<file path="src/rtl/rgb_to_ycbcr_stream.sv">
`default_nettype none
// ============================================================================
// Module      : rgb_to_ycbcr_stream
// Description : Scans the full-resolution R/G/B pixel memories in raster
//               order once demosaic is done. Converts each pixel to BT.601
//               full-range YCbCr with 8-bit fixed-point coefficients.
//               Streams one pixel per cycle on a valid/ready interface with
//               backpressure, and flags the final pixel of the frame.
// Ports       : clk, reset      - rising-edge clock, async active-high reset
//               start           - demosaic done (level, sampled in IDLE)
//               rd_addr         - shared read address for R/G/B memories
//               rdata_r/g/b     - memory data, combinational on rd_addr
//               out_valid/ready - output stream handshake
//               y, cb, cr       - converted pixel (chroma offset by 128)
//               out_last        - marks pixel IMG_W*IMG_H-1
//               busy, finished  - RUN/DRAIN indicator, sticky frame-done
// Revision    : 1.0 - initial release
// ============================================================================
module rgb_to_ycbcr_stream #(
    parameter int IMG_W = 128,
    parameter int IMG_H = 128,
    parameter int AW    = 14
) (
    input  logic          clk,
    input  logic          reset,
    input  logic          start,
    output logic [AW-1:0] rd_addr,
    input  logic [7:0]    rdata_r,
    input  logic [7:0]    rdata_g,
    input  logic [7:0]    rdata_b,
    output logic          out_valid,
    input  logic          out_ready,
    output logic [7:0]    y,
    output logic [7:0]    cb,
    output logic [7:0]    cr,
    output logic          out_last,
    output logic          busy,
    output logic          finished
);

    localparam int            C_NPIX      = IMG_W * IMG_H;
    localparam logic [AW-1:0] C_LAST_ADDR = AW'(C_NPIX - 1);

    // Coefficients, Q8 signed, 18-bit working width
    localparam logic signed [17:0] C_Y_R  =  18'sd77;
    localparam logic signed [17:0] C_Y_G  =  18'sd150;
    localparam logic signed [17:0] C_Y_B  =  18'sd29;
    localparam logic signed [17:0] C_CB_R = -18'sd43;
    localparam logic signed [17:0] C_CB_G = -18'sd85;
    localparam logic signed [17:0] C_CB_B =  18'sd128;
    localparam logic signed [17:0] C_CR_R =  18'sd128;
    localparam logic signed [17:0] C_CR_G = -18'sd107;
    localparam logic signed [17:0] C_CR_B = -18'sd21;
    localparam logic signed [17:0] C_RND  =  18'sd128;
    localparam logic signed [17:0] C_OFS  =  18'sd128;

    typedef enum logic [1:0] {
        S_IDLE  = 2'd0,
        S_RUN   = 2'd1,
        S_DRAIN = 2'd2,
        S_FIN   = 2'd3
    } state_t;

    state_t r_state;
    state_t w_state_nxt;

    // Pipeline registers
    logic [AW-1:0]      r_rd_addr;
    logic               r_v0;
    logic               r_v1;
    logic               r_v2;
    logic               r_v3;
    logic               r_l1;
    logic               r_l2;
    logic               r_l3;
    logic [7:0]         r_r1;
    logic [7:0]         r_g1;
    logic [7:0]         r_b1;
    logic signed [17:0] r_ys;
    logic signed [17:0] r_cbs;
    logic signed [17:0] r_crs;
    logic [7:0]         r_y;
    logic [7:0]         r_cb;
    logic [7:0]         r_cr;

    logic               w_adv;
    logic               w_at_last;
    logic               w_accept_last;
    logic signed [17:0] w_r;
    logic signed [17:0] w_g;
    logic signed [17:0] w_b;
    logic signed [17:0] w_ys;
    logic signed [17:0] w_cbs;
    logic signed [17:0] w_crs;
    logic signed [17:0] w_y_t;
    logic signed [17:0] w_cb_t;
    logic signed [17:0] w_cr_t;

    // Saturate a signed intermediate to the 8-bit unsigned output range
    function automatic logic [7:0] clamp8(input logic signed [17:0] v);
        logic [7:0] res;
        if (v < 18'sd0) begin
            res = 8'd0;
        end else if (v > 18'sd255) begin
            res = 8'd255;
        end else begin
            res = v[7:0];
        end
        return res;
    endfunction

    // The whole pipe moves together; only a held output pixel stalls it,
    // and holding rd_addr keeps the combinational memory data consistent.
    assign w_adv         = !(r_v3 && !out_ready);
    assign w_at_last     = (r_rd_addr == C_LAST_ADDR);
    assign w_accept_last = r_v3 && out_ready && r_l3;

    // ------------------------------------------------------------------
    // FSM
    // ------------------------------------------------------------------
    always_ff @(posedge clk or posedge reset) begin
        if (reset) begin
            r_state <= S_IDLE;
        end else begin
            r_state <= w_state_nxt;
        end
    end

    always_comb begin
        w_state_nxt = r_state;
        case (r_state)
            S_IDLE:  if (start) w_state_nxt = S_RUN;
            S_RUN:   if (w_adv && r_v0 && w_at_last) w_state_nxt = S_DRAIN;
            S_DRAIN: if (w_accept_last) w_state_nxt = S_FIN;
            S_FIN:   w_state_nxt = S_FIN;
            default: w_state_nxt = S_IDLE;
        endcase
    end

    // ------------------------------------------------------------------
    // Arithmetic: zero-extend the captured bytes, then signed MAC
    // ------------------------------------------------------------------
    assign w_r = $signed({10'd0, r_r1});
    assign w_g = $signed({10'd0, r_g1});
    assign w_b = $signed({10'd0, r_b1});

    assign w_ys  = C_Y_R  * w_r + C_Y_G  * w_g + C_Y_B  * w_b;
    assign w_cbs = C_CB_R * w_r + C_CB_G * w_g + C_CB_B * w_b;
    assign w_crs = C_CR_R * w_r + C_CR_G * w_g + C_CR_B * w_b;

    // Round-half-up then floor shift; chroma re-centred after the shift
    assign w_y_t  = (r_ys + C_RND) >>> 8;
    assign w_cb_t = ((r_cbs + C_RND) >>> 8) + C_OFS;
    assign w_cr_t = ((r_crs + C_RND) >>> 8) + C_OFS;

    // ------------------------------------------------------------------
    // Pipeline: S0 address, S1 capture, S2 sums, S3 round/clamp
    // ------------------------------------------------------------------
    always_ff @(posedge clk or posedge reset) begin
        if (reset) begin
            r_rd_addr <= '0;
            r_v0      <= 1'b0;
            r_v1      <= 1'b0;
            r_v2      <= 1'b0;
            r_v3      <= 1'b0;
            r_l1      <= 1'b0;
            r_l2      <= 1'b0;
            r_l3      <= 1'b0;
            r_r1      <= 8'd0;
            r_g1      <= 8'd0;
            r_b1      <= 8'd0;
            r_ys      <= 18'sd0;
            r_cbs     <= 18'sd0;
            r_crs     <= 18'sd0;
            r_y       <= 8'd0;
            r_cb      <= 8'd0;
            r_cr      <= 8'd0;
        end else if (w_adv) begin
            // S0: issue addresses 0..last exactly once, never wrap
            if (r_state == S_IDLE && start) begin
                r_v0      <= 1'b1;
                r_rd_addr <= '0;
            end else if (r_state == S_RUN && r_v0) begin
                if (w_at_last) begin
                    r_v0 <= 1'b0;
                end else begin
                    r_rd_addr <= r_rd_addr + 1'b1;
                end
            end

            // S1
            r_v1 <= r_v0;
            r_l1 <= r_v0 && w_at_last;
            if (r_v0) begin
                r_r1 <= rdata_r;
                r_g1 <= rdata_g;
                r_b1 <= rdata_b;
            end

            // S2
            r_v2 <= r_v1;
            r_l2 <= r_v1 && r_l1;
            if (r_v1) begin
                r_ys  <= w_ys;
                r_cbs <= w_cbs;
                r_crs <= w_crs;
            end

            // S3
            r_v3 <= r_v2;
            r_l3 <= r_v2 && r_l2;
            if (r_v2) begin
                r_y  <= clamp8(w_y_t);
                r_cb <= clamp8(w_cb_t);
                r_cr <= clamp8(w_cr_t);
            end
        end
    end

    assign rd_addr   = r_rd_addr;
    assign out_valid = r_v3;
    assign out_last  = r_l3;
    assign y         = r_y;
    assign cb        = r_cb;
    assign cr        = r_cr;
    assign busy      = (r_state == S_RUN) || (r_state == S_DRAIN);
    assign finished  = (r_state == S_FIN);

endmodule
`default_nettype wire
</file>
<file path="config.mk">
export PLATFORM = sky130hd
export DESIGN_NAME = rgb_to_ycbcr_stream
export DESIGN_NICKNAME = d
export VERILOG_FILES = /design/src/rtl/rgb_to_ycbcr_stream.sv
export SDC_FILE = /design/constraint.sdc
export NUM_CORES = 1
export LEC_CHECK = 0
export CAP_MARGIN = 15
export CORE_MARGIN = 2
export CORE_UTILIZATION = 51
export DETAILED_ROUTE_END_ITERATION = 8
export PLACE_DENSITY = 0.77
export SYNTH_ARGS = -nofsm -noshare
export SYNTH_HDL_FRONTEND = slang
export SYNTH_SLANG_ARGS = --single-unit
</file>
<file path="constraint.sdc">
create_clock -name clk -period 6.3 [get_ports clk]
set_clock_uncertainty 0.15 [all_clocks]
set_input_delay 0.945 -clock clk [delete_from_list [all_inputs] [get_ports clk]]
set_output_delay 0.945 -clock clk [all_outputs]
set_load 0.01 [all_outputs]
</file>
==> results of run 1 <==
kinds of logic after synthesis:
logic type / count (synthesis)
buf+inv: 299
xor+xnor: 73
compound gates: 159
flops: 103
fa+ha+maj: 378
mux: 27
simple gates: 251
worst register-to-register path: stages (launching register included):
cell      delay [ps]
dfrtp_2          450
ha_4             280
inv_1             60
ha_1             280
inv_1             50
fa_1             490
inv_1             70
ha_4             260
inv_1             60
o21ba_4          240
o21bai_4         160
xor2_4           190
fa_1             460
fa_1             510
inv_2             40
fa_1             460
fa_1             490
inv_1             40
ha_2             170
or3_4            330
nor3_4           190
o21ai_2           90
and4_4           160
o31a_1           250
o31a_1           230
per-layer routing:
layer | vias up | GRT usage
li1 | 4393 | -
met1 | 4459 | 0.308
met2 | 227 | 0.395
met3 | 54 | 0.0405
met4 | 0 | 0.0704
met5 | - | 0
final timing paths:
check                           cells after the start              endpoint  slack [ps]           startpoint
worst min-delay path                                2     cr[7]$_DFFE_PP0P_         320    cr[7]$_DFFE_PP0P_
worst min register to register                      2     cr[7]$_DFFE_PP0P_         320    cr[7]$_DFFE_PP0P_
max in group asynchronous                           3   r_b1[5]$_DFFE_PP0P_        4020                reset
min in group asynchronous                           2   r_b1[3]$_DFFE_PP0P_         900                reset
worst max-delay path                               24  r_ys[16]$_DFFE_PP0P_          20  r_g1[4]$_DFFE_PP0P_
worst max register to register                     24  r_ys[16]$_DFFE_PP0P_          20  r_g1[4]$_DFFE_PP0P_
power breakdown:
part           switching [mW]  internal (mW)
Combinational          0.0152         0.0152
Sequential                  0          0.660
Clock                   0.301          0.279
cell usage in the layout, fill, tap and decap left out, types with 5 or more instances in the layout:
| master | synthesis | routed |
|---|---|---|
| dfrtp_1 | 103 | 98 |
| buf_4 | 0 | 54 |
| a21oi_1 | 31 | 30 |
| ha_4 | 0 | 8 |
| or2_2 | 5 | 5 |
| nand4_1 | 16 | 16 |
| nor3_1 | 13 | 12 |
| a22o_1 | 6 | 6 |
| a31oi_1 | 10 | 9 |
| fa_1 | 154 | 154 |
| o21ai_1 | 3 | 6 |
| xor2_1 | 37 | 36 |
| a31o_2 | 8 | 8 |
| inv_1 | 280 | 270 |
| nor2_1 | 40 | 40 |
| and3_1 | 7 | 7 |
| clkbuf_16 | 0 | 9 |
| o21ai_0 | 50 | 46 |
| ha_1 | 224 | 214 |
| o21a_1 | 5 | 5 |
| dfrtp_2 | 0 | 5 |
| or3_1 | 6 | 5 |
| xnor2_1 | 36 | 34 |
| nand2_1 | 103 | 103 |
| nand2b_1 | 5 | 5 |
| mux2_2 | 24 | 24 |
| inv_2 | 0 | 9 |
| a21o_1 | 11 | 11 |
| and2_1 | 12 | 12 |
| nand3_1 | 25 | 25 |
| o31ai_1 | 10 | 10 |
| clkdlybuf4s50_1 | 0 | 69 |
sequential cells by signal, summed over array words and instances (netlist names), 2 cells and up:
name	flops
r_ys	10
r_g1	8
cb	8
rd_addr	14
cr	8
r_r1	8
r_b1	8
r_crs	11
r_cbs	11
y	8
r_state	2
timing repair:
action | CTS | global route
gates resized for setup | 12 | 15
endpoints found under the setup margin | 3 | 6
pin swaps | 3 | 13
cloned | 0 | 0
setup buffers | 0 | 1
hold buffers | 0 | 0
final cells by class:
class                   count  share of cell area
clock buffers               9              0.0153
clock inverters             7             0.00459
inverters                 280              0.0715
multi-input cells         888               0.631
flip-flops and latches    103               0.175
well taps                 324              0.0275
repair buffers            124              0.0752
==> run summary, run 1 <==
status: finished clean
Fin Setup TNS: 0 ps
Worst-Margin Slew: 929 ps
area leader, netlist: fa_1
syn avg cell area: 9.92 µm²
gate count after technology mapping: 1290
Setup crit end kind: register
highest metal used: met4
Starting Density: 0.523
Top FF cell, synth: dfrtp_1
Die Width: 162 µm
Tot GR Track Use: 0.233
synthesized flop and latch total: 103
core region area: 24500 µm²
Clk Latency, worst-skew pair: 370 ps
XOR/XNOR share of the synthesized area: 0.0500
Pwr Density: 86.2 nW/µm²
DP Cell Count: 1718
fill count: 1985
Post-DP Area: 14300 µm²
WP data required: 6400 ps
initial antenna violation count: 0
Final Hold Fails: 0
Post-route DRC: 0
Routed WL: 29.1 mm
Die ar.: 26400 µm²
number of global-route vias before repair: 9446
Multi-input gate area: 9290 µm²
CP Buf/Inv Count: 6
final hold slack: 318 ps
Final setup viols: 0
height of the die: 162 µm
top-area cell type share of the netlist area: 0.241
pre-CTS setup slack: -138 ps
Ys Warns: 0
Post-synth EDFFs: 0
H-tree depth: 3
synth top area cells: fa_1 (24%), ha_1 (22%), dfrtp_1 (20%), inv_1 (8.2%), nand2_1 (3.0%)
Setup Crit Path Kind: register to register
Top Family by Delay on Critical Path: adder cells
fmax: 0.159 GHz
top cells by count, synth: inv_1 (280), ha_1 (224), fa_1 (154)
GPL Wtd Cong: 0.956
largest net degree at the start of global routing: 60
complex-gate fraction of the synthesized area: 0.0839
Antenna Nets Post-Route: 0
first-pass GRT wire length: 47.9 mm
share of cells above drive strength 1: 0.109
Crit-path slowest cell: fa_1
largest family of logic cells by synthesized area: adder cells
detailed-route via count: 9133
CTS tree: done
Clock transition at path regs: 80 ps
Slew Limit Fails: 0
wl on met1: 12.7 mm
most frequent cell after synthesis: inv_1
worst hold path type: register to register
Setup WS post-layout: 19.4 ps
fin crit period: 6280 ps
Final Cycle Share: 0.997
CP startpoint kind: register
met3 wire length: 1.73 mm
slowest cell delay on critical path: 510 ps
peak supply drop: 99.1 µV
fin area: 14700 µm²
Max Cap Violations: 0
# IOs: 70
register area share after synthesis: 0.201
dpl hpwl: 24.6 mm
Area Growth Syn to Fin: 15.2%
WL met2: 13.8 mm
Mapped Area: 12800 µm²
DR pass1 iterations: 5
Pwr Total: 1.27 mW
Worst Path Arrival: 6380 ps
post-synthesis mux area share: 0.0235
Reg area: 2580 µm²
nets@finish: 1812
Post-Synth Simple-Gate Area: 0.0931
RSZ-0062 raised after global routing: true
Clock Sink Count: 103
Clock Tree Root: clkbuf_16
Slew headroom: 0.379
maximum fanout along the worst path: 4
CTS max path bufs: 2
critical path, cell by cell: ha_4 > inv_1 > ha_1 > inv_1 > fa_1 > inv_1 > ha_4 > inv_1 > o21ba_4 > o21bai_4 > xor2_4 > fa_1 > fa_1 > inv_2 > fa_1 > fa_1 > inv_1 > ha_2 > or3_4 > nor3_4 > o21ai_2 > and4_4 > o31a_1 > o31a_1
Yosys cell types: 58
Overflow after GRT: 0
Avg WL per Cell: 16.8 µm
Adder-Cell Fraction of Synth Area: 0.460
Async SR Flop Fraction: 1.00
Placement Rows: 57
Layout Utilization: 0.602
Via density: 5.26
Post-Layout Cell Count: 1735
Ant. Diodes: 0
port bufs: 69
Num CTS Buffers: 9
DRT iter0 DRCs: 577
Leakage: 7.95 nW
post-synthesis net count: 1696
Note: power is estimated with default switching activity, not from simulation.
==> run 2, diff against run 1 <==
--- a/config.mk
+++ b/config.mk
@@ -7,9 +7,9 @@
 export LEC_CHECK = 0
 export CAP_MARGIN = 15
 export CORE_MARGIN = 2
-export CORE_UTILIZATION = 51
+export CORE_UTILIZATION = 30
 export DETAILED_ROUTE_END_ITERATION = 8
-export PLACE_DENSITY = 0.77
+export PLACE_DENSITY = 0.52
 export SYNTH_ARGS = -nofsm -noshare
 export SYNTH_HDL_FRONTEND = slang
 export SYNTH_SLANG_ARGS = --single-unit
==> run summary, run 2 (synthesis results as in run 1) <==
share of cells above drive strength 1: 0.111 (+0.00158)
Pwr Density: 89.4 nW/µm² (+3.7%)
CTS max path bufs: 2 (unchanged)
DRT iter0 DRCs: 338 (-41%)
Die Width: 211 µm (+30%)
Final Hold Fails: 0 (unchanged)
CP startpoint kind: register
HP Start: cr[0]$_DFFE_PP0P_
fmax: 0.160 GHz (+0.69%)
Max Cap Violations: 0 (unchanged)
core region area: 42000 µm² (+72%)
GPL Wtd Cong: 0.823 (-14%)
Crit-path slowest cell: fa_1
most frequent cells in the layout: inv_1 (271), ha_1 (216), fa_1 (154)
Clk Latency, worst-skew pair: 370 ps (about the same)
CTS tree: done
Overflow after GRT: 0 (unchanged)
critical path, cell by cell: ha_4 > inv_2 > ha_1 > ha_1 > inv_1 > fa_1 > inv_1 > ha_1 > inv_2 > o21bai_4 > xor2_2 > fa_1 > fa_1 > inv_1 > fa_1 > fa_1 > inv_1 > ha_2 > or3_1 > nor3_2 > o21ai_2 > and4_4 > o31a_1 > o31a_1
Tot GR Track Use: 0.149 (-0.0837)
Via density: 4.55 (-14%)
initial antenna violation count: 0 (unchanged)
Setup crit end kind: register
slowest cell delay on critical path: 540 ps (+30 ps)
H-tree depth: 3 (unchanged)
Slew headroom: 0.344 (-0.0349)
Die ar.: 44300 µm² (+68%)
Num CTS Buffers: 9 (unchanged)
largest net degree at the start of global routing: 70 (+17%)
Avg WL per Cell: 16.1 µm (-4.0%)
nets@finish: 1819 (+0.39%)
Area Growth Syn to Fin: 17.7%
Clock Sink Count: 103 (unchanged)
fill count: 4273 (+120%)
Slew Limit Fails: 0 (unchanged)
Ant. Diodes: 0 (unchanged)
RSZ-0062 raised after global routing: true
max reg flops: 14 (unchanged)
# IOs: 70 (unchanged)
detailed-route via count: 8910 (-2.4%)
DR pass1 iterations: 6 (+1)
Fin Setup TNS: 0 ps (unchanged)
Worst-Margin Slew: 981 ps (+52.2 ps)
maximum fanout along the worst path: 3 (-1)
first-pass GRT wire length: 50.5 mm (+5.4%)
WP data required: 6400 ps (about the same)
Antenna Nets Post-Route: 0 (unchanged)
Worst Path Arrival: 6340 ps (-40 ps)
Clock Tree Root: clkbuf_16
Reg2Reg Depth: 24 (unchanged)
Final Cycle Share: 0.990 (-0.00680)
height of the die: 211 µm (+30%)
Final setup viols: 0 (unchanged)
Starting Density: 0.304 (-0.219)
Clock transition at path regs: 80 ps (about the same)
Post-route DRC: 0 (unchanged)
peak supply drop: 161 µV (+63%)
Pwr Total: 1.35 mW (+5.9%)
port bufs: 69 (unchanged)
dpl hpwl: 27.0 mm (+9.8%)
number of global-route vias before repair: 9124 (-3.4%)
commonest non-fill, non-tap cell in the layout: inv_1
cts hold-fix bufs: 0 (unchanged)
Worst R2R Start: r_g1[5]$_DFFE_PP0P_
Leakage: 8.00 nW (+0.66%)
Setup Crit Path Kind: register to register
worst hold path type: register to register
Placement Rows: 75 (+32%)
Routed WL: 31.5 mm (+8.2%)
status: finished clean
crit path launch: r_g1[5]$_DFFE_PP0P_
Worst Hold Path Cells: 2 (unchanged)
fin crit period: 6240 ps (-42.9 ps)
cell mode on critical path: fa_1
run 2: cell count changes in the layout (fill, tap and decap cells not counted), moves of 2 or more:
cell / change
o21ai_1: -2
inv_2: -2
ha_1: +2
buf_4: +7
bufinv_16: +2
run 2: cell type report:
cell class | instances | area, µm² | area share
Clock buffer | 9 | 225 | 0.0150
Clock inverter | 7 | 104 | 0.00690
Inverter | 280 | 1060 | 0.0702
Multi-Input combinational cell | 888 | 9250 | 0.614
Sequential cell | 103 | 2580 | 0.172
Tap cell | 539 | 674 | 0.0448
Timing Repair Buffer | 131 | 1160 | 0.0771
run 2: per-stage QoR:
step | utilization | worst slack [ps] | instances | hold slack, ps | area, µm²
6_report | 0.358 | 62.3 | 1957 | 318 | 15100
5_1_grt | 0.358 | -176 | 1957 | 356 | 15100
4_1_cts | 0.356 | 7.71 | 1956 | 326 | 15000
3_5_place_dp | 0.348 | -93.7 | 1939 | 308 | 14600
3_3_place_gp | 0.348 | -51.8 | 1939 | 304 | 14600
2_1_floorplan | - | 15.0 | 1290 | 288 | 12900
run 2: power by group:
group / switching (mW) / leakage, nW / internal (mW) / total [mW]
combinational: 0.0185 / 6.43 / 0.0154 / 0.0339
clock: 0.297 / 0.155 / 0.355 / 0.652
sequential: 0 / 1.42 / 0.660 / 0.660
total: 0.315 / 8.00 / 1.03 / 1.35
run 2: repair_timing:
| action | in CTS | in global routing |
|---|---|---|
| endpoints found under the setup margin | 5 | 6 |
| pin swaps | 3 | 2 |
| buffers inserted | 1 | 1 |
| resized for setup | 6 | 15 |
run 2: per-layer routing:
layer,vias to the layer above,global-route usage,routed length (µm)
met2,101,0.250,15300
met5,-,0,0
met1,4375,0.199,14500
met3,26,0.0209,874
met4,0,0.0503,810
li1,4408,-,-
run 2: worst max-delay path: cells and delay by family (launching register included):
family | cells | cell delay (ps)
buf+inv | 6 | 290
flops | 1 | 430
xor+xnor | 1 | 180
fa+ha+maj | 10 | 3760
compound gates | 4 | 650
simple gates | 3 | 650
run 2: final timing paths:
path | to | slack (ps)
worst max-delay path | r_ys[16]$_DFFE_PP0P_ | 60
worst max register to register | r_ys[16]$_DFFE_PP0P_ | 60
worst min register to register | cr[0]$_DFFE_PP0P_ | 320
max in group asynchronous | cr[3]$_DFFE_PP0P_ | 3900
worst min-delay path | cr[0]$_DFFE_PP0P_ | 320
min in group asynchronous | r_b1[3]$_DFFE_PP0P_ | 790
==> run 3, diff against run 2 <==
--- a/config.mk
+++ b/config.mk
@@ -6,7 +6,6 @@
 export NUM_CORES = 1
 export LEC_CHECK = 0
 export CAP_MARGIN = 15
-export CORE_MARGIN = 2
 export CORE_UTILIZATION = 30
 export DETAILED_ROUTE_END_ITERATION = 8
 export PLACE_DENSITY = 0.52
==> constraint.sdc (replaced) <==
create_clock -name clk -period 5.29 [get_ports clk]
set_clock_uncertainty 0.15 [all_clocks]
set_input_delay 0.7935 -clock clk [delete_from_list [all_inputs] [get_ports clk]]
set_output_delay 0.7935 -clock clk [all_outputs]
set_load 0.01 [all_outputs]
==> run summary, run 3 (synthesis results as in run 1) <==
Placement Rows: 75 (unchanged)
fin crit period: 6200 ps (-35.1 ps)
Worst-Margin Slew: 982 ps (+1.56 ps)
max reg flops: 14 (unchanged)
fin area: 16600 µm² (+10%)
Pwr Density: 94.7 nW/µm² (+5.9%)
Final Hold Fails: 0 (unchanged)
Max Cap Violations: 0 (unchanged)
worst min-delay path endpoint: cr[7]$_DFFE_PP0P_
Post-DP Area: 15300 µm² (+4.9%)
core region area: 42000 µm² (unchanged)
detailed-route via count: 9486 (+6.5%)
pre-CTS setup slack: -983 ps (-890 ps)
first-pass GRT wire length: 55.1 mm (+9.2%)
HP Start: cr[7]$_DFFE_PP0P_
worst hold path type: register to register
fmax: 0.161 GHz (+0.57%)
number of global-route vias before repair: 10.2k (+11%)
cts hold-fix bufs: 0 (unchanged)
Post-route DRC: 0 (unchanged)
slowest cell delay on critical path: 510 ps (-30 ps)
Area Growth Syn to Fin: 30.0%
largest net degree at the start of global routing: 45 (-36%)
maximum fanout along the worst path: 4 (+1)
Setup WS post-layout: -913 ps (-975 ps)
initial antenna violation count: 0 (unchanged)
share of cells above drive strength 1: 0.236 (+0.126)
Leakage: 8.50 nW (+6.2%)
Worst Path Arrival: 6300 ps (-40 ps)
Routed WL: 34.0 mm (+8.1%)
Clock Tree Root: clkbuf_16
Ant. Diodes: 0 (unchanged)
Setup Crit Path Kind: register to register
most frequent cells in the layout: inv_1 (249), ha_1 (186), fa_1 (149)
Post-Layout Cell Count: 2062 (+5.4%)
Clock transition at path regs: 80 ps (about the same)
port bufs: 69 (unchanged)
worst reg2reg setup slack: -910 ps (-970 ps)
Worst R2R Start: r_g1[4]$_DFFE_PP0P_
Reg area: 2590 µm² (+0.24%)
# IOs: 70 (unchanged)
Multi-input gate area: 9920 µm² (+7.2%)
failing checks: setup timing
critical path, cell by cell: inv_2 > ha_4 > inv_2 > ha_4 > inv_2 > fa_1 > fa_1 > inv_2 > ha_4 > xor2_2 > fa_1 > fa_1 > inv_2 > fa_1 > fa_1 > inv_2 > ha_4 > or3_4 > nor3_4 > o21ai_2 > and4_4 > o31a_1 > o31a_1
Slew headroom: 0.343 (-0.00105)
DP Cell Count: 2025 (+4.4%)
height of the die: 209 µm (-0.95%)
Overflow after GRT: 0 (unchanged)
Crit-path slowest cell: fa_1
Antenna Nets Post-Route: 0 (unchanged)
Die ar.: 43500 µm² (-1.9%)
nets@finish: 1924 (+5.8%)
Tot GR Track Use: 0.163 (+0.0139)
WP data required: 5380 ps (-1020 ps)
Clock Sink Count: 103 (unchanged)
Setup crit end kind: register
RSZ-0062 raised after global routing: true
Avg WL per Cell: 16.5 µm (+2.6%)
CP startpoint kind: register
CTS max path bufs: 2 (unchanged)
Via density: 4.60 (+1.0%)
commonest non-fill, non-tap cell in the layout: inv_1
Die Width: 209 µm (-0.95%)
Final setup viols: 16 (+16)
Slew Limit Fails: 0 (unchanged)
Worst Hold Path Cells: 2 (unchanged)
Pwr Total: 1.58 mW (+17%)
dpl hpwl: 28.7 mm (+6.6%)
fill count: 4171 (-2.4%)
H-tree depth: 3 (unchanged)
Num CTS Buffers: 9 (unchanged)
status: finished with violations
Fin Setup TNS: -6550 ps (-6550 ps)
DR pass1 iterations: 5 (-1)
worst r2r dst: r_ys[16]$_DFFE_PP0P_
CTS tree: done
Starting Density: 0.304 (unchanged)
Clk Latency, worst-skew pair: 370 ps (about the same)
Final Cycle Share: 1.17 (+0.182)
DRT iter0 DRCs: 316 (-6.5%)
Reg2Reg Depth: 23 (-4.2%)
peak supply drop: 160 µV (-0.83%)
GPL Wtd Cong: 0.866 (+5.2%)
-- run 3: worst max-delay path by stage --
| stage | from | slack [ps] | end | cells past startpoint |
|---|---|---|---|---|
| floorplan | r_g1[4]$_DFFE_PP0P_ | -840 | r_ys[16]$_DFFE_PP0P_ | 23 |
| global placement | r_g1[3]$_DFFE_PP0P_ | -930 | r_ys[16]$_DFFE_PP0P_ | 25 |
| detailed placement | r_g1[3]$_DFFE_PP0P_ | -980 | r_ys[16]$_DFFE_PP0P_ | 25 |
| CTS | r_g1[4]$_DFFE_PP0P_ | -940 | r_ys[16]$_DFFE_PP0P_ | 23 |
| global route | r_g1[4]$_DFFE_PP0P_ | -1080 | r_ys[16]$_DFFE_PP0P_ | 23 |
| finish | r_g1[4]$_DFFE_PP0P_ | -910 | r_ys[16]$_DFFE_PP0P_ | 23 |
-- run 3: critical path, delay by kind of cell (launching register included) --
| family | cells | cell delay [ps] |
|---|---|---|
| compound gates | 3 | 590 |
| simple gates | 3 | 650 |
| buf+inv | 6 | 280 |
| xor+xnor | 1 | 140 |
| fa+ha+maj | 10 | 3850 |
| flops | 1 | 430 |
-- run 3: report_power, final --
part	leakage [nW]	switching, mW	internal (mW)
logic	6.94	0.0212	0.0188
registers	1.41	0	0.786
clock network	0.156	0.338	0.410
total	8.50	0.360	1.22
-- run 3: metrics by stage --
step | utilization | hold slack [ps]
after floorplan | - | 288
after global placement | 0.365 | 311
after detailed placement | 0.365 | 310
after CTS | 0.388 | 327
after global routing | 0.396 | 349
final | 0.396 | 320
-- run 3: area by class of cell --
type	count	share of cell area
repair buffers	236	0.124
clock buffers	13	0.0163
multi-input cells	888	0.596
clock inverters	3	0.00286
inverters	280	0.0644
flip-flops and latches	103	0.156
well taps	539	0.0406
-- run 3: repair_timing --
action | in CTS | in global routing
pin swaps | 84 | 39
resized for setup | 104 | 67
cloned | 0 | 0
buffers inserted | 20 | 5
endpoints found under the hold margin | 0 | 0
endpoints found under the setup margin | 26 | 26
-- run 3: routing by layer --
metal  part of all wire  wire length (µm)  GRT usage  vias to the layer above
met5                  0                 0          0                        -
met4             0.0090               306     0.0296                        0
met3              0.024               830     0.0207                       11
met2               0.51             17300      0.291                      102
met1               0.46             15600      0.212                     4742
li1                   -                 -          -                     4631
